### src/rtl/counter_updown_modload.sv
// Up/down counter with parallel load, programmable inclusive upper bound and step,
// and wrap / saturate / one-shot handling of the terminal (over/underflow) event.
module counter_updown_modload #(
  parameter int DATA_WIDTH = 8,
  parameter int STEP_WIDTH = 4
) (
  input  logic                  Clk,
  input  logic                  RST_N,
  input  logic                  e_i,
  input  logic                  d_i,
  input  logic                  load_i,
  input  logic [DATA_WIDTH-1:0] data_i,
  input  logic [DATA_WIDTH-1:0] lim_i,
  input  logic [STEP_WIDTH-1:0] step_i,
  input  logic [1:0]            mode_i,
  output logic [DATA_WIDTH-1:0] data_o,
  output logic                  cout,
  output logic                  done_o
);

  typedef enum logic [0:0] {
    ST_RUN  = 1'b0,
    ST_STOP = 1'b1
  } state_t;

  localparam logic [1:0] MODE_WRAP    = 2'b00;
  localparam logic [1:0] MODE_SAT     = 2'b01;
  localparam logic [1:0] MODE_ONESHOT = 2'b10;

  state_t                state_r;
  state_t                state_nxt_s;
  logic [DATA_WIDTH-1:0] data_r;
  logic                  cout_r;
  logic                  done_r;
  logic [DATA_WIDTH-1:0] data_nxt_s;
  logic                  cout_nxt_s;
  logic                  done_nxt_s;

  logic [DATA_WIDTH:0]   step_ext_s;
  logic [DATA_WIDTH:0]   sum_s;
  logic [DATA_WIDTH:0]   diff_s;
  logic                  ovf_s;
  logic                  unf_s;
  logic                  count_s;
  logic                  term_s;
  logic                  clamp_s;
  logic [DATA_WIDTH-1:0] load_val_s;

  // Arithmetic and event detection, one bit wider than the counter so carries are visible.
  always_comb begin
    step_ext_s = {{(DATA_WIDTH + 1 - STEP_WIDTH){1'b0}}, step_i};
    sum_s      = {1'b0, data_r} + step_ext_s;
    diff_s     = {1'b0, data_r} - step_ext_s;
    ovf_s      = (sum_s > {1'b0, lim_i});
    unf_s      = (step_ext_s > {1'b0, data_r});
    // A zero step never counts, so it can never produce a terminal event.
    count_s    = e_i && (state_r == ST_RUN) && (step_i != {STEP_WIDTH{1'b0}});
    term_s     = count_s && (d_i ? unf_s : ovf_s);
    clamp_s    = (mode_i == MODE_SAT) || (mode_i == MODE_ONESHOT);
    load_val_s = (data_i > lim_i) ? lim_i : data_i;
  end

  // State register and registered outputs.
  always_ff @(posedge Clk or negedge RST_N) begin
    if (!RST_N) begin
      state_r <= ST_RUN;
      data_r  <= {DATA_WIDTH{1'b0}};
      cout_r  <= 1'b0;
      done_r  <= 1'b0;
    end else begin
      state_r <= state_nxt_s;
      data_r  <= data_nxt_s;
      cout_r  <= cout_nxt_s;
      done_r  <= done_nxt_s;
    end
  end

  // Next-state logic: STOP only on a one-shot terminal event, left only by load.
  always_comb begin
    state_nxt_s = state_r;
    if (load_i) begin
      state_nxt_s = ST_RUN;
    end else if (term_s && (mode_i == MODE_ONESHOT)) begin
      state_nxt_s = ST_STOP;
    end else begin
      state_nxt_s = state_r;
    end
  end

  // Output logic: next counter value, terminal pulse and done flag.
  always_comb begin
    data_nxt_s = data_r;
    cout_nxt_s = 1'b0;
    done_nxt_s = done_r;
    if (load_i) begin
      data_nxt_s = load_val_s;
      cout_nxt_s = 1'b0;
      done_nxt_s = 1'b0;
    end else if (term_s) begin
      cout_nxt_s = 1'b1;
      case ({d_i, clamp_s})
        2'b00:   data_nxt_s = {DATA_WIDTH{1'b0}};
        2'b01:   data_nxt_s = lim_i;
        2'b10:   data_nxt_s = lim_i;
        2'b11:   data_nxt_s = {DATA_WIDTH{1'b0}};
        default: data_nxt_s = {DATA_WIDTH{1'b0}};
      endcase
      if (mode_i == MODE_ONESHOT) begin
        done_nxt_s = 1'b1;
      end else begin
        done_nxt_s = done_r;
      end
    end else if (count_s) begin
      data_nxt_s = d_i ? diff_s[DATA_WIDTH-1:0] : sum_s[DATA_WIDTH-1:0];
    end else begin
      data_nxt_s = data_r;
    end
  end

  assign data_o = data_r;
  assign cout   = cout_r;
  assign done_o = done_r;

endmodule

### config.mk
export PLATFORM = sky130hd
export DESIGN_NAME = counter_updown_modload
export DESIGN_NICKNAME = d
export VERILOG_FILES = /design/src/rtl/counter_updown_modload.sv
export SDC_FILE = /design/constraint.sdc
export NUM_CORES = 1
export LEC_CHECK = 0
export CAP_MARGIN = 20
export CORE_MARGIN = 2
export CORE_UTILIZATION = 35
export DETAILED_ROUTE_END_ITERATION = 12
export PLACE_DENSITY_LB_ADDON = 0.2
export SLEW_MARGIN = 20
export SYNTH_ARGS = -nofsm -noshare
export SYNTH_HDL_FRONTEND = slang
export SYNTH_SLANG_ARGS = --single-unit
### constraint.sdc
create_clock -name Clk -period 3.6 [get_ports Clk]
set_input_delay 0.72 -clock Clk [delete_from_list [all_inputs] [get_ports Clk]]
set_output_delay 0.72 -clock Clk [all_outputs]
set_load 0.01 [all_outputs]
==> run summary <==
WP data required = 3.72 ns
Int Pwr = 0.668 mW
synthesized net count = 243
Met1 Routed Length = 2250 um
initial antenna violation count = 0
LEAKAGE = 1.09 nW
global route overflow = 0
failing checks = negative setup slack
Max stage delay cell, worst path = fa_2
Reg2Reg Depth = 16
Slew @ Worst Pin = 0.904 ns
switching share of total power = 41.0%
Critical Path Most Common Cell = nor2_1
Highest Signal Layer = met4
Distinct cells, synth = 49
Comb power frac = 69.8%
cell area power density = 471 nW/um^2
Worst Hold Launch = done_o$_DFFE_PN0P_
n_diodes = 0
die area = 5070 um^2
Die W = 71.2 um
post-place setup slack = -0.741 ns
global-route wire length before repair = 7790 um
Max clock buf depth = 2
height of the die = 71.2 um
Sequential Power Share = 18.9%
final total power = 1.13 mW
Filler cells = 385
DR WL met3 = 222 um
EDFF count, synth = 0
crit path buf inv count = 1
type of the worst min-delay path = reg2reg
critical path's top delay family = simple AND/OR/NAND/NOR gates
f_max = 276 MHz
antenna-violating nets left = 0
Synth Flop Type = dfrtp_1
Post-Route WL = 4810 um
crit end category = register
clock latency on the worst-skew pair = 0.24 ns
highest ir drop seen on vdd = 0.310 mV
WHS Path Cells = 2
startpoint type of the worst setup path = input port
Hold Vio Cnt, Final = 0
beginning of the critical path = step_i[0]
final net count = 310
Mapped Area = 1580 um^2
area grow syn2layout = 51.8%
area of the core = 4350 um^2
Overall Global Routing Usage = 19.5%
CP Cell Sequence = buf_8 -> ha_4 -> fa_2 -> nor2b_4 -> nor2_1 -> nor2_1 -> nor2_1 -> or2_4 -> xnor2_2 -> ha_1 -> a22o_1 -> nor4_2 -> o221ai_1 -> a32o_2 -> and3_4 -> a22o_1 -> or3_1
Tcrit/Tclk final = 101%
layout cell share with drive strength beyond 1 = 28.2%
Switch Pwr = 0.464 mW
most frequent cells in the layout = 35 x buf_4, 32 x clkdlybuf4s50_1, 21 x ha_1
Reg clk slew, reported paths = 0.06 ns
number of DRC markers in iteration 0 = 130
setup repair after global routing missed its margin = yes
vias in the first global route = 1,616
IO Port Bufs = 36
count of pins over their slew limit = 0
Clock Power Share = 11.3%
Synth Area per Inst = 8.37 um^2
largest net degree at the start of global routing = 17
Final setup viols = 1
Rel. slew slack = 39.4%
Post-Synthesis Cells = 189
Yosys reg bits = 11
drt wl/cell = 15.7 um
Final HPWL DP = 3900 um
worst r2r src = data_o[0]$_DFFE_PN0P_
DRC = 0
IO Count = 37
CTS tree = built
sequential share of the synthesized area = 17.4%
crit path DAT = 3.75 ns
Crit path largest cell delay = 0.35 ns
commonest non-fill, non-tap cell in the layout = buf_4
Clock Sinks = 11
Routed met2 length = 2310 um
Synth Warn # = 0
First-pass DRT Iterations = 4
Post-synth ARST share = 100%
Crit path depth = 17
final worst slack = -0.0241 ns
post-layout minimum cycle time = 3.62 ns
routability cong. = 0.914
final core occ = 55.1%
Worst Path Class, Setup = in2reg
run status = complete, but fails checks
Row Count = 24
Initial Util = 36.3%
MaxCap Viol Count = 0
Via-to-Cell Ratio = 5.29
CTS buffer count = 3
H-tree Lvls = 1
via count = 1,623
peak fanout along the critical path = 5
post-cts hold buffer count = 0
Final Skew = 0.00717 ns
CTS root buf = clkbuf_8
[worst reg2reg max path, stage by stage, from the launching register on]
cell and delay (ns):
dfrtp_1 0.41, ha_4 0.18, fa_2 0.35, nor2b_4 0.13, nor2_1 0.09, nor2_1 0.05
nor2_1 0.15, or2_4 0.16, xnor2_2 0.10, ha_1 0.25, a22o_1 0.20, nor4_2 0.14
o221ai_1 0.16, a32o_2 0.31, and3_4 0.21, a22o_1 0.17, or3_1 0.30
[layer usage]
metal,global-route usage [%],up-vias
met5,0,-
met4,2.94,0
met3,2.95,4
met2,31.8,44
met1,27.9,754
li1,-,821
[synth_stat cells (2+ instances only)]
cell type,instances,area [um^2]
a21oi_1,11,55.1
o21ai_0,5,25.0
fa_1,2,40.0
a32o_1,2,20.0
and3_1,2,12.5
mux2_2,6,67.6
clkbuf_1,8,30.0
o22ai_1,2,12.5
dfrtp_1,11,275
nand4_1,3,18.8
nor3_1,4,20.0
a221o_1,5,50.1
nor2_1,16,60.1
o21a_1,3,22.5
or2_2,3,18.8
nand3b_1,2,15.0
o221ai_1,2,17.5
ha_1,25,313
xor2_1,2,17.5
nor2b_1,3,18.8
xnor2_1,7,61.3
nand2_1,8,30.0
a22o_1,2,17.5
or4_1,3,22.5
nand2b_1,3,18.8
o32a_1,2,20.0
nand3_1,2,10.0
mux2i_1,5,50.1
o32ai_1,2,17.5
inv_1,19,71.3
[power groups by stage]
stage          sequential, mW  clock (mW)  combinational, mW
4_1_cts                 0.211       0.130              0.762
6_report                0.214       0.128              0.790
2_1_floorplan           0.199           0              0.447
3_5_place_dp            0.212           0              0.728
5_1_grt                 0.219       0.141              0.868
3_3_place_gp            0.214           0              0.722
[sequential cells by signal, indices dropped and copies added, names as in the netlist]
name	cells
cout	1
data_o	8
done_o	1
state_r	1
[metrics by stage]
stage	hold slack, ns	TNS [ns]	instances	area (um^2)
4_1_cts	0.512	-0.617	307	2370
5_1_grt	0.545	-0.422	307	2400
6_report	0.503	-0.0241	307	2400
3_5_place_dp	0.499	-6.38	302	2270
2_1_floorplan	0.424	-0.193	189	1640
3_3_place_gp	0.486	-5.33	302	2270
[timing repair]
item | 4_1_cts | 5_1_grt
gates resized for setup | 22 | 8
gates cloned | 0 | 0
setup endpoints to repair | 11 | 10
setup buffers | 1 | 0
pin swaps | 8 | 8
[area by class of cell]
cell class,count,area (um^2),share of cell area (%)
Clock buffer,3,41.3,1.72
Clock inverter,1,5.00,0.208
Inverter,19,71.3,2.97
Multi-Input combinational cell,149,1300,54.3
Sequential cell,11,275,11.5
Tap cell,52,65.1,2.71
Timing Repair Buffer,72,639,26.6
[cell families after synthesis]
family	after synthesis	share of synthesized area [%]
flops	11	17.4
fa+ha+maj	27	22.3
buf+inv	29	7.44
xor+xnor	9	4.98
mux	11	7.44
simple gates	55	18.6
compound gates	47	21.8
[final timing paths]
path	end	slack (ns)
worst max-delay path	data_o[4]$_DFFE_PN0P_	-0.02
worst min-delay path	done_o$_DFFE_PN0P_	0.50
worst max register to register	data_o[4]$_DFFE_PN0P_	0.12
worst min register to register	done_o$_DFFE_PN0P_	0.50
max in group asynchronous	data_o[3]$_DFFE_PN0P_	2.40
min in group asynchronous	done_o$_DFFE_PN0P_	0.83
(Power assumes the default switching activity.)
